## config.mk

```make
export PLATFORM = sky130hd
export DESIGN_NAME = inst_fetch_flat
export DESIGN_NICKNAME = d
export VERILOG_FILES = /design/src/rtl/inst_fetch_if.sv /design/src/rtl/inst_fetch.sv /design/src/flat_wrapper.sv
export SDC_FILE = /design/constraint.sdc
export NUM_CORES = 1
export LEC_CHECK = 0
export BUFFER_PORTS_ARGS = -buffer_cell sky130_fd_sc_hd__buf_4
export CORE_MARGIN = 4
export CORE_UTILIZATION = 45
export DETAILED_ROUTE_END_ITERATION = 8
export PLACE_DENSITY = 0.64
export SYNTH_ARGS = -nofsm -noshare
export SYNTH_HDL_FRONTEND = slang
export SYNTH_SLANG_ARGS = --single-unit
```

## constraint.sdc

```tcl
create_clock -name clk -period 2.7 [get_ports clk]
set_input_delay 0.135 -clock clk [delete_from_list [all_inputs] [get_ports clk]]
set_output_delay 0.135 -clock clk [all_outputs]
set_load 0.01 [all_outputs]
```

## src/rtl/inst_fetch_if.sv

```systemverilog
// Handshake bundle between the fetch stage, instruction memory, branch resolution and decode.
// The master modport is the fetch stage; the slave modport is everything around it.
interface inst_fetch_if;
   logic        fetch_en;
   logic        redirect_valid;
   logic [31:0] redirect_pc;
   logic        imem_req_valid;
   logic        imem_req_ready;
   logic [31:0] imem_req_addr;
   logic        imem_rsp_valid;
   logic [31:0] imem_rsp_data;
   logic        cmd_valid;
   logic        cmd_ready;
   logic [31:0] cmd;
   logic [31:0] cmd_pc;

   modport master (
      input  fetch_en, redirect_valid, redirect_pc,
      input  imem_req_ready, imem_rsp_valid, imem_rsp_data, cmd_ready,
      output imem_req_valid, imem_req_addr, cmd_valid, cmd, cmd_pc
   );

   modport slave (
      output fetch_en, redirect_valid, redirect_pc,
      output imem_req_ready, imem_rsp_valid, imem_rsp_data, cmd_ready,
      input  imem_req_valid, imem_req_addr, cmd_valid, cmd, cmd_pc
   );
endinterface

```

## src/rtl/inst_fetch.sv

```systemverilog
// Instruction fetch stage: credit-limited word requests, in-order response FIFO, redirect flush.
// Define IFU_PERF_CNT_EN to add the stall_cnt / inst_cnt performance counter outputs.
module inst_fetch #(
   parameter logic [31:0] RESET_PC   = 32'h8000_0000,
   parameter int unsigned FIFO_DEPTH = 4
) (
   input  logic         clk,
   input  logic         rst,
   inst_fetch_if.master bus_io
`ifdef IFU_PERF_CNT_EN
   ,
   output logic [31:0]  stall_cnt,
   output logic [31:0]  inst_cnt
`endif
);
   localparam int unsigned   PW      = $clog2(FIFO_DEPTH);
   localparam int unsigned   CW      = PW + 1;
   localparam logic [CW-1:0] DEPTH_C = CW'(FIFO_DEPTH);

   typedef enum logic [1:0] {IDLE, RUN, DRAIN} state_t;

   state_t        state_q, state_d;
   logic [31:0]   fetch_pc_q, fetch_pc_d;
   logic [CW-1:0] outst_q, outst_d, discard_q, discard_d, count_q, count_d;
   logic [PW-1:0] rd_ptr_q, rd_ptr_d, wr_ptr_q, wr_ptr_d, iss_ptr_q, iss_ptr_d;
   logic [31:0]   data_mem [FIFO_DEPTH];
   logic [31:0]   pc_mem   [FIFO_DEPTH];

   logic          req_fire, rsp_ok, push, pop, redirect;
   logic [CW-1:0] outst_next;

   assign redirect   = bus_io.redirect_valid;
   // Credits cover both buffered and in-flight words, so every response has a slot waiting.
   assign bus_io.imem_req_valid = (state_q == RUN) && ((count_q + outst_q) < DEPTH_C);
   assign bus_io.imem_req_addr  = fetch_pc_q;
   assign req_fire   = bus_io.imem_req_valid & bus_io.imem_req_ready;
   assign rsp_ok     = bus_io.imem_rsp_valid && (outst_q != '0);
   assign pop        = bus_io.cmd_valid & bus_io.cmd_ready;
   assign push       = rsp_ok && (discard_q == '0) && !redirect;
   assign outst_next = outst_q + CW'(req_fire) - CW'(rsp_ok);

   assign bus_io.cmd_valid = (count_q != '0);
   assign bus_io.cmd       = bus_io.cmd_valid ? data_mem[rd_ptr_q] : '0;
   assign bus_io.cmd_pc    = bus_io.cmd_valid ? pc_mem[rd_ptr_q]   : '0;

   // NOTE: every variable gets its hold value first so no path through this block infers a latch.
   always_comb begin
      state_d    = state_q;
      fetch_pc_d = fetch_pc_q;
      outst_d    = outst_next;
      discard_d  = discard_q;
      count_d    = count_q + CW'(push) - CW'(pop);
      rd_ptr_d   = rd_ptr_q;
      wr_ptr_d   = wr_ptr_q;
      iss_ptr_d  = iss_ptr_q;

      if (req_fire) begin
         fetch_pc_d = fetch_pc_q + 32'd4;
         iss_ptr_d  = iss_ptr_q + PW'(1);
      end
      if (push)                         wr_ptr_d  = wr_ptr_q + PW'(1);
      if (pop)                          rd_ptr_d  = rd_ptr_q + PW'(1);
      if (rsp_ok && discard_q != '0)    discard_d = discard_q - CW'(1);

      unique case (state_q)
         IDLE:    if (bus_io.fetch_en) state_d = RUN;
         RUN:     if (!bus_io.fetch_en) state_d = IDLE;
         DRAIN:   if (discard_q == '0) state_d = bus_io.fetch_en ? RUN : IDLE;
         default: state_d = IDLE;
      endcase

      // Everything issued up to and including this cycle is stale; drop it as it returns.
      if (redirect) begin
         fetch_pc_d = bus_io.redirect_pc & ~32'h3;
         discard_d  = outst_next;
         count_d    = '0;
         rd_ptr_d   = '0;
         wr_ptr_d   = '0;
         iss_ptr_d  = '0;
         state_d    = (outst_next != '0) ? DRAIN : (bus_io.fetch_en ? RUN : IDLE);
      end
   end

   // NOTE: state registers use non-blocking assignments so every flop samples pre-edge values.
   always_ff @(posedge clk or posedge rst) begin
      if (rst) begin
         state_q    <= IDLE;
         fetch_pc_q <= RESET_PC;
         outst_q    <= '0;
         discard_q  <= '0;
         count_q    <= '0;
         rd_ptr_q   <= '0;
         wr_ptr_q   <= '0;
         iss_ptr_q  <= '0;
      end else begin
         state_q    <= state_d;
         fetch_pc_q <= fetch_pc_d;
         outst_q    <= outst_d;
         discard_q  <= discard_d;
         count_q    <= count_d;
         rd_ptr_q   <= rd_ptr_d;
         wr_ptr_q   <= wr_ptr_d;
         iss_ptr_q  <= iss_ptr_d;
      end
   end

   // NOTE: storage is not reset; count_q gates every read, and cmd/cmd_pc are forced to 0 when empty.
   always_ff @(posedge clk) begin
      if (req_fire) pc_mem[iss_ptr_q]  <= fetch_pc_q;
      if (push)     data_mem[wr_ptr_q] <= bus_io.imem_rsp_data;
   end

`ifdef IFU_PERF_CNT_EN
   logic [31:0] stall_cnt_q, inst_cnt_q;

   always_ff @(posedge clk or posedge rst) begin
      if (rst) begin
         stall_cnt_q <= '0;
         inst_cnt_q  <= '0;
      end else begin
         if (bus_io.imem_req_valid && !bus_io.imem_req_ready && stall_cnt_q != '1)
            stall_cnt_q <= stall_cnt_q + 32'd1;
         if (pop && inst_cnt_q != '1)
            inst_cnt_q <= inst_cnt_q + 32'd1;
      end
   end

   assign stall_cnt = stall_cnt_q;
   assign inst_cnt  = inst_cnt_q;
`endif

   rsp_without_req_a : assert property (@(posedge clk) disable iff (rst)
      !(bus_io.imem_rsp_valid && (outst_q == '0)))
      else $error("inst_fetch: response with no request outstanding");

endmodule
```

## src/flat_wrapper.sv

```systemverilog
// flat-port wrapper written by rule: the top's interface ports become plain ports
module inst_fetch_flat 
#(
   parameter logic [31:0] RESET_PC   = 32'h8000_0000,
   parameter int unsigned FIFO_DEPTH = 4
)
  (clk, rst, bus_io_fetch_en, bus_io_redirect_valid, bus_io_redirect_pc, bus_io_imem_req_ready, bus_io_imem_rsp_valid, bus_io_imem_rsp_data, bus_io_cmd_ready, bus_io_imem_req_valid, bus_io_imem_req_addr, bus_io_cmd_valid, bus_io_cmd, bus_io_cmd_pc);
  inst_fetch_if bus_io_i ();
  input  logic clk;
  input  logic rst;
  input wire logic [$bits(bus_io_i.fetch_en)-1:0] bus_io_fetch_en;
  input wire logic [$bits(bus_io_i.redirect_valid)-1:0] bus_io_redirect_valid;
  input wire logic [$bits(bus_io_i.redirect_pc)-1:0] bus_io_redirect_pc;
  input wire logic [$bits(bus_io_i.imem_req_ready)-1:0] bus_io_imem_req_ready;
  input wire logic [$bits(bus_io_i.imem_rsp_valid)-1:0] bus_io_imem_rsp_valid;
  input wire logic [$bits(bus_io_i.imem_rsp_data)-1:0] bus_io_imem_rsp_data;
  input wire logic [$bits(bus_io_i.cmd_ready)-1:0] bus_io_cmd_ready;
  output wire logic [$bits(bus_io_i.imem_req_valid)-1:0] bus_io_imem_req_valid;
  output wire logic [$bits(bus_io_i.imem_req_addr)-1:0] bus_io_imem_req_addr;
  output wire logic [$bits(bus_io_i.cmd_valid)-1:0] bus_io_cmd_valid;
  output wire logic [$bits(bus_io_i.cmd)-1:0] bus_io_cmd;
  output wire logic [$bits(bus_io_i.cmd_pc)-1:0] bus_io_cmd_pc;
  assign bus_io_i.fetch_en = bus_io_fetch_en;
  assign bus_io_i.redirect_valid = bus_io_redirect_valid;
  assign bus_io_i.redirect_pc = bus_io_redirect_pc;
  assign bus_io_i.imem_req_ready = bus_io_imem_req_ready;
  assign bus_io_i.imem_rsp_valid = bus_io_imem_rsp_valid;
  assign bus_io_i.imem_rsp_data = bus_io_imem_rsp_data;
  assign bus_io_i.cmd_ready = bus_io_cmd_ready;
  assign bus_io_imem_req_valid = bus_io_i.imem_req_valid;
  assign bus_io_imem_req_addr = bus_io_i.imem_req_addr;
  assign bus_io_cmd_valid = bus_io_i.cmd_valid;
  assign bus_io_cmd = bus_io_i.cmd;
  assign bus_io_cmd_pc = bus_io_i.cmd_pc;
  inst_fetch #(.RESET_PC(RESET_PC), .FIFO_DEPTH(FIFO_DEPTH)) u_core (.clk(clk), .rst(rst), .bus_io(bus_io_i));
endmodule
```

Word-level counts from Yosys, hierarchy flattened
Memories as Yosys holds them, arrays and structs flattened.
Cells that the tools add are included.
{"block": "word_totals", "register_bits": 49, "mem_bits_rw": 256, "memories": 2, "out_inout_bits": 98, "elab_cells": 69}
{"block": "op_classes", "order_cmp": 1, "n_bitwise": 2, "n_reduce_logical": 17, "add_sub_neg": 10, "n_mux": 24, "n_eq_ne": 5}
{"memory": "u_core.data_mem", "depth": 4, "width": 32, "rd": 1, "rd_ports_with_merged_regs": 0, "wr": 1, "line_no": "inst_fetch.sv:26", "text": "logic [31:0] data_mem [FIFO_DEPTH];"}
{"memory": "u_core.pc_mem", "depth": 4, "width": 32, "rd": 1, "rd_ports_with_merged_regs": 0, "wr": 1, "line_no": "inst_fetch.sv:27", "text": "logic [31:0] pc_mem [FIFO_DEPTH];"}
{"cell": "32-bit 2-to-1 mux", "n": 4}
{"cell": "32-bit by 3-bit adder with 32-bit output, second input constant", "n": 1}
{"cell": "2-bit 2-to-1 mux", "n": 11}
{"cell": "3-bit nonzero test", "n": 4}
{"cell": "3-bit 2-to-1 mux", "n": 3}
{"cell": "2-bit nonzero test", "n": 4}
{"cell": "2-bit by 1-bit adder with 2-bit output, second input constant", "n": 3}
{"cell": "3-bit by 1-bit adder with 3-bit output", "n": 2}
{"cell": "3-bit != test, second input constant", "n": 2}
{"cell": "2-bit one-hot mux with 3 select lines", "n": 1}
{"cell": "3-bit by 1-bit subtractor with 3-bit output", "n": 2}
{"cell": "1-bit logical AND", "n": 5}
{"cell": "1-bit 2-to-1 mux", "n": 5}
{"cell": "3-bit adder", "n": 1}
{"cell": "3-bit logical NOT", "n": 1}
{"cell": "3-bit < comparator, second input constant", "n": 1}
{"cell": "3-bit by 2-bit != test with 1-bit output, second input constant", "n": 1}
{"cell": "3-bit AND reduction", "n": 1}
{"cell": "3-bit by 1-bit subtractor with 3-bit output, second input constant", "n": 1}
{"cell": "1-bit bitwise AND", "n": 2}
{"cell": "2-bit by 1-bit equality test with 1-bit output, second input constant", "n": 1}
{"cell": "2-bit equality test, second input constant", "n": 1}
{"cell": "2-bit logical NOT", "n": 1}
{"cell": "1-bit logical NOT", "n": 1}

Longest topological paths before layout
Gate-level depths: netlist of the first run.
{"block": "depth", "word_depth": 9, "ltp_mapped": 11, "mapped_depth_nobuf": 10}

Worst setup path after synthesis of the first run
OpenSTA, ideal clock, no wires.
{"block": "synth_path", "path_type": "reg-to-reg", "start": "register u_core.count_q[1]", "end": "register u_core.state_q[0]", "t_required_ns": 2.623, "slack_ns": -0.155, "stages_incl_launch_ff": 11, "setup_ns": 0.077, "synth_period_minus_slack_ns": 2.855, "t_arrival_ns": 2.777, "cell_sequence": "dfrtp_1 > ha_1 > a31oi_1 > xor2_2 > nor2_2 > ha_1 > fa_1 > xnor2_1 > nor3_1 > o22ai_1 > a21oi_1"}
{"block": "synth_between", "elab_chain_len": 9}
{"element": "from (decl)", "line_no": "inst_fetch.sv:24", "text": "logic [CW-1:0] outst_q, outst_d, discard_q, discard_d, count_q, count_d;"}
{"element": "from (signal assigned)", "line_no": "inst_fetch.sv:100", "text": "count_q <= count_d;"}
{"element": "3-bit adder", "line_no": "inst_fetch.sv:34", "text": "assign bus_io.imem_req_valid = (state_q == RUN) && ((count_q + outst_q) < DEPTH_C);"}
{"element": "3-bit < comparator", "line_no": "inst_fetch.sv:34"}
{"element": "1-bit logical AND", "line_no": "inst_fetch.sv:34"}
{"element": "1-bit bitwise AND", "line_no": "inst_fetch.sv:36", "text": "assign req_fire = bus_io.imem_req_valid & bus_io.imem_req_ready;"}
{"element": "3-bit by 1-bit adder with 3-bit output", "line_no": "inst_fetch.sv:40", "text": "assign outst_next = outst_q + CW'(req_fire) - CW'(rsp_ok);"}
{"element": "3-bit by 1-bit subtractor with 3-bit output", "line_no": "inst_fetch.sv:40"}
{"element": "via u_core.outst_d[2]", "line_no": "inst_fetch.sv:24"}
{"element": "3-bit nonzero test", "line_no": "inst_fetch.sv:80", "text": "state_d = (outst_next != '0) ? DRAIN : (bus_io.fetch_en ? RUN : IDLE);"}
{"element": "2-bit 2-to-1 mux", "line_no": "inst_fetch.sv:80"}
{"element": "2-bit 2-to-1 mux", "line_no": "inst_fetch.sv:73", "text": "if (redirect) begin"}
{"element": "to (signal assigned)", "line_no": "inst_fetch.sv:96", "text": "state_q <= state_d;"}
{"element": "to (decl)", "line_no": "inst_fetch.sv:22", "text": "state_t state_q, state_d;"}
The timed path passes the listed nets, and every way through them passes these cells.
A chain may end at the register's enable or synchronous reset.

Worst setup path in the final report of the first run
{"block": "layout_path", "start": "register u_core.outst_q[1]", "end": "register u_core.state_q[0]"}
{"block": "layout_between", "elab_chain_len": 9}
{"element": "from (decl)", "line_no": "inst_fetch.sv:24"}
{"element": "from (signal assigned)", "line_no": "inst_fetch.sv:98", "text": "outst_q <= outst_d;"}
{"element": "3-bit adder", "line_no": "inst_fetch.sv:34"}
{"element": "3-bit < comparator", "line_no": "inst_fetch.sv:34"}
{"element": "1-bit logical AND", "line_no": "inst_fetch.sv:34"}
{"element": "1-bit bitwise AND", "line_no": "inst_fetch.sv:36"}
{"element": "3-bit by 1-bit adder with 3-bit output", "line_no": "inst_fetch.sv:40"}
{"element": "3-bit by 1-bit subtractor with 3-bit output (*)", "line_no": "inst_fetch.sv:40"}
{"element": "via u_core.outst_d[2]", "line_no": "inst_fetch.sv:24"}
{"element": "3-bit nonzero test (*)", "line_no": "inst_fetch.sv:80"}
{"element": "2-bit 2-to-1 mux (*)", "line_no": "inst_fetch.sv:80"}
{"element": "2-bit 2-to-1 mux (*)", "line_no": "inst_fetch.sv:73"}
The timed path passes the listed nets; every way through them passes the cells marked *.

==> results of run 1 <==
==> state kept, by name, indices dropped and copies added (netlist names) <==
signal	count
u_core.iss_ptr_q	2
u_core.data_mem	128
u_core.outst_q	3
u_core.discard_q	3
u_core.state_q	2
u_core.rd_ptr_q	2
u_core.bus_io.imem_req_addr	30
u_core.count_q	3
u_core.pc_mem	120
u_core.wr_ptr_q	2
==> final cells by class <==
class | count | area [µm²]
inverter | 17 | 63.8
timing repair buffer | 260 | 2250
clock buffer | 43 | 820
tap | 341 | 427
multi-input combinational | 359 | 3500
sequential | 295 | 8630
fill | 2041 | 11100
clock inverter | 13 | 166
==> power by group through the flow <==
stage / clock network, µW / registers, µW / logic, µW
floorplan: 0 / 5410 / 2280
global placement: 0 / 5600 / 3610
detailed placement: 0 / 5610 / 3640
CTS: 4170 / 5510 / 3720
global route: 4390 / 5500 / 4100
finish: 4070 / 5460 / 3750
==> worst max-delay path, cell delays in order (launching register included) <==
cell     delay, ns
dfrtp_1       0.42
ha_1          0.32
a31oi_4       0.26
xor2_4        0.19
nor2_4        0.06
ha_1          0.19
fa_1          0.41
xnor2_2       0.18
nor3_2        0.18
o22ai_1       0.10
a21oi_1       0.15
==> cell families (layout without fill, tap and decap cells) <==
family          count (synthesis)  after routing
xor+xnor                       40             40
mux                            68             68
buf+inv                        56            333
other cells                     1              4
fa+ha+maj                      18             18
simple gates                  189            189
compound gates                 40             40
flops                         295            295
==> stage by stage <==
| stage | hold slack (ns) | instances | area (µm²) | worst slack [ns] | total power [µW] |
|---|---|---|---|---|---|
| 2_1_floorplan | 0.234 | 710 | 12400 | 0.0335 | 7690 |
| 3_3_place_gp | 0.244 | 1206 | 14200 | 0.125 | 9200 |
| 3_5_place_dp | 0.258 | 1206 | 14200 | 0.0958 | 9250 |
| 4_1_cts | 0.0947 | 1327 | 15800 | 0.0147 | 13400 |
| 5_1_grt | 0.128 | 1328 | 15900 | 0.0197 | 14000 |
| 6_report | 0.116 | 1328 | 15900 | 0.145 | 13300 |
==> metal layers <==
metal | GRT usage | routed length [µm] | part of all wire | vias up
met4 | 0.0432 | 482 | 0.018 | 0
li1 | - | - | - | 3214
met2 | 0.301 | 13400 | 0.50 | 155
met1 | 0.240 | 11600 | 0.44 | 3475
met3 | 0.0260 | 1130 | 0.042 | 38
met5 | 0 | 0 | 0 | -
==> cell usage in the layout (no fill, tap or decap), drive strengths merged, types with 4 or more instances in the layout <==
master       synthesis  routed
nor2                12      12
xnor2               28      28
mux2                 4       4
nor3                 6       6
edfxtp             248     248
dlygate4sd3          0      65
nand2               38      38
nor3b                4       4
mux4                62      62
clkinv               0       8
buf                 18     195
nor4                15      15
xor2                12      12
inv                 17      17
conb                 1       4
and2                75      75
nand3                6       6
nand4               12      12
and3                 4       4
ha                  16      16
clkbuf              21      43
o21ai               29      29
dfrtp               46      46
a21oi                4       4
==> timing repair <==
item                                    4_1_cts  5_1_grt
endpoints found under the setup margin        0       10
gates resized for setup                       0        2
setup buffers                                 0        1
hold buffers                                 65        0
hold endpoints to repair                    184        0
==> worst paths after layout <==
| kind | start | end | slack [ns] | depth (start not counted) |
|---|---|---|---|---|
| worst max-delay path | u_core.outst_q[1]$_DFF_PP0_ | u_core.state_q[0]$_DFFE_PP0P_ | 0.15 | 10 |
| worst min-delay path | bus_io_imem_req_ready | u_core.outst_q[0]$_DFF_PP0_ | 0.12 | 4 |
| worst max register to register | u_core.outst_q[1]$_DFF_PP0_ | u_core.state_q[0]$_DFFE_PP0P_ | 0.15 | 10 |
| min in group asynchronous | rst | u_core.count_q[1]$_DFF_PP0_ | 0.21 | 3 |
| worst min register to register | u_core.state_q[1]$_DFFE_PP0P_ | u_core.state_q[0]$_DFFE_PP0P_ | 0.53 | 1 |
| max in group asynchronous | rst | u_core.bus_io.imem_req_addr[31]$_DFFE_PP1N_ | 1.80 | 4 |
==> synthesized netlist by cell type, types with 2 or more instances <==
cell type	instances
a21oi_1	4
a31oi_1	2
and2_1	75
and3_1	4
and4_1	2
buf_1	3
buf_2	8
buf_4	6
clkbuf_1	21
dfrtp_1	46
edfxtp_1	248
fa_1	2
ha_1	16
inv_1	17
mux2_2	4
mux2i_1	2
mux4_2	62
nand2_1	38
nand2b_1	3
nand3_1	6
nand4_1	11
nor2_1	11
nor2b_1	2
nor3_1	6
nor3b_1	3
nor4_1	10
nor4_2	2
nor4_4	3
nor4b_1	2
o21ai_0	26
o21ai_1	3
o31a_1	3
or3_1	2
xnor2_1	28
xor2_1	11
==> metrics.cfg, run 1 <==
[die]
dieArea_mm2=0.0301
core_mm2=0.0270
start_util=0.457
die_x_um=173
pin_count=169
fp-row-count=60
fp.dieH_um=173

[yosys]
async_flop_share=0.159
ys_seq_area_frac=0.701
synth_top_area_share=0.605
ys_types=50
yosys_warnings=0
synth_fa_ha_area_frac=0.0195
synth-compound-area-share=0.0177
synth_ff_type=edfxtp_1
synth_seq_cells=295
synth_top_family_by_area=multiplexers
synth_area_leader_cell=edfxtp_1
synth_xor_area_frac=0.0291
synthTopCellsByArea=edfxtp_1 61%, mux4_2 11%, dfrtp_1 9.4%
muxShareOfSynthArea=0.119
synth_area_per_cell_um2=17.4
synth-simple-area-share=0.0937
syn_area_mm2=0.0123
synth-edff-count=248
synthCells=707

[final_layout]
n_antenna_cell=0
utilization=0.588
finalNetCount=1052
drive_gt1_frac=0.332
syn2layout_area_growth_pct=28.8

[setup_path]
crit_fanout=4
cp.required_ns=3.18
worstPathArrival_ns=3.04
start_kind=flop
endpoint_kind=flop
worstSetupPathType=reg2reg

[job]
max_cap_viol_count=0

[detailed_routing]
drc_errors=0
vias=6882
final_antenna_net_count=0
totalWireLength_um=26600
wire_per_inst_um=20.0
firstDrtPassIters=4
viasPerCell=5.18
drt_iter0_drc=417

[clocking]
clockRootBuffer=clkbuf_16
cts_buffers=30
cts_buffer_depth=3
clkTransAtPathRegs_ns=0.07
clk_latency_ns=0.56
clock-sinks=295
htree_levels=1
cts_tree=yes

[timing]
worst_pin_slew_ns=0.653
skew_ns=0.00901
clock.fmax_mhz=391
tns_ns=0
slew_headroom=0.565
period_needed_ns=2.55
finalSetupViolations=0
finalCritPeriodShare=0.946
rsz0062_at_grt=false
slew_violations=0
hold_viol_final=0

[pwr]
ir_drop_uv=499
p_int_uw=9540
power_density_mw_per_mm2=838
combPwrFrac=0.282
swShare=0.282
pwr-share-seq=0.411
p_sw_uw=3740
cellLeakagePower_uw=0.00568
clkPwrFrac=0.306

[place]
hpwlAfterDp_um=16600
place_congestion=0.758
io_buffers=162

[hold_path]
hold_class=in2reg

[global_routing]
grt_max_degree=69
grt_use_total=0.176
grt_overflow_total=0
antenna_found_initial=0
grt_pass1_wl_um=41900
grt_pass1_vias=7392

[status]
status=completed

Note: power is estimated with default switching activity, not from simulation.
==> run 2: changes to the inputs <==
- CTS_BUF_LIST: not set -> sky130_fd_sc_hd__clkbuf_16
- CTS_CLUSTER_SIZE: not set -> 25
==> run 2 against run 1 <==
Die area did not move. Fmax fell by 0.36%. Worst hold slack improved by 0.0055 ns. Sequential cell count did not move. Largest cell class unchanged. Largest power group unchanged.
==> metrics.cfg, run 2 (synthesized netlist as in run 1, its figures left out) <==
[setup_path]
cp.required_ns=3.18
worstPathArrival_ns=3.04
crit_fanout=4
r2r-end=u_core.state_q[0]$_DFFE_PP0P_
worstSetupPathType=reg2reg
rrSetupSlack_ns=0.14
rr_worst_depth=10
timing.rr.start=u_core.outst_q[1]$_DFF_PP0_
start_kind=flop
endpoint_kind=flop

[final_layout]
finalNetCount=1052
syn2layout_area_growth_pct=28.5
top_register=u_core.data_mem
fill_cells=2046
layout_commonest_cell=edfxtp_1
utilization=0.587
most-common-layout-cells=248 x edfxtp_1, 184 x buf_4, 71 x and2_1
drive_gt1_frac=0.331
largest_register_ffs=128
n_antenna_cell=0

[clocking]
clk_latency_ns=0.56
cts_tree=yes
clock-sinks=295
clockRootBuffer=clkbuf_16
clkTransAtPathRegs_ns=0.07
cts_buffers=30
cts_buffer_depth=3
htree_levels=1

[die]
fp-row-count=60
pin_count=169
start_util=0.457
dieArea_mm2=0.0301
die_x_um=173
core_mm2=0.0270
fp.dieH_um=173

[timing]
rsz0062_at_grt=false
hold_ws_ns=0.122
period_needed_ns=2.56
skew_ns=0.00982
finalSetupViolations=0
hold_viol_final=0
slew_headroom=0.564
fin_ws_ns=0.136
slew_violations=0
worst_pin_slew_ns=0.655
tns_ns=0
finalCritPeriodShare=0.950
clock.fmax_mhz=390

[detailed_routing]
viasPerCell=5.18
vias=6883
drc_errors=0
wire_per_inst_um=20.0
final_antenna_net_count=0
totalWireLength_um=26500
firstDrtPassIters=4
drt_iter0_drc=423

[global_routing]
grt_pass1_vias=7368
grt_overflow_total=0
grt_max_degree=69
antenna_found_initial=0
grt_pass1_wl_um=41800
grt_use_total=0.175

[hold_path]
whs_path_depth=4
hold_class=in2reg
worstHoldStart=bus_io_imem_req_ready
holdPathEnd=u_core.outst_q[0]$_DFF_PP0_

[job]
max_cap_viol_count=0

[place]
io_buffers=162
place_congestion=0.758
hpwlAfterDp_um=16600
dpl_worst_slack_ns=0.0958

[pwr]
ir_drop_uv=496
cellLeakagePower_uw=0.00570
power_density_mw_per_mm2=828

[status]
status=completed

[run 2: area by class of cell]
type / count / area, µm² / share of cell area
flip-flops and latches: 295 / 8630 / 0.546
multi-input cells: 359 / 3500 / 0.221
repair buffers: 260 / 2250 / 0.142
clock buffers: 30 / 751 / 0.0475
well taps: 341 / 427 / 0.0270
clock inverters: 26 / 191 / 0.0121
inverters: 17 / 63.8 / 0.00404
[run 2: per-stage QoR]
step	total power, µW	cell area (µm²)	instances
final	13100	15800	1328
after CTS	13200	15800	1327
after global routing	13800	15800	1328
after global placement	9200	14200	1206
after detailed placement	9250	14200	1206
after floorplan	7690	12400	710
[run 2: repair_timing]
action	4_1_cts	5_1_grt
buffers inserted	0	1
hold endpoints to repair	184	0
endpoints found under the setup margin	0	10
gates resized for setup	0	2
hold buffers	65	0
[run 2: worst max path at each step]
stage / cells after the start / start / to
4_1_cts: 4 / u_core.rd_ptr_q[0]$_DFFE_PP0P_ / bus_io_cmd[28]
6_report: 10 / u_core.outst_q[1]$_DFF_PP0_ / u_core.state_q[0]$_DFFE_PP0P_
3_3_place_gp: 10 / u_core.outst_q[1]$_DFF_PP0_ / u_core.state_q[0]$_DFFE_PP0P_
2_1_floorplan: 10 / u_core.count_q[1]$_DFF_PP0_ / u_core.state_q[0]$_DFFE_PP0P_
3_5_place_dp: 9 / u_core.outst_q[1]$_DFF_PP0_ / u_core.state_q[0]$_DFFE_PP0P_
5_1_grt: 10 / u_core.outst_q[1]$_DFF_PP0_ / u_core.state_q[0]$_DFFE_PP0P_
[run 2: per-layer routing]
layer  vias up  GRT usage  routed length (µm)
met5         -          0                   0
met2       141      0.300               13300
li1       3213          -                   -
met1      3492      0.239               11600
met4         0     0.0449                 500
met3        37     0.0253                1080
[run 2: where the power goes]
group	internal, µW	switching [µW]	leakage [µW]
Combinational	1970	1770	0.00240
Sequential	5160	297	0.00281
Clock	2210	1670	0.000494
Total	9350	3740	0.00570
[run 2: critical path: stages, from the launching register on]
cell and delay (ns):
dfrtp_1 0.43, ha_1 0.33, a31oi_4 0.26, xor2_4 0.19
nor2_4 0.06, ha_1 0.20, fa_1 0.41, xnor2_2 0.18
nor3_2 0.18, o22ai_1 0.10, a21oi_1 0.15
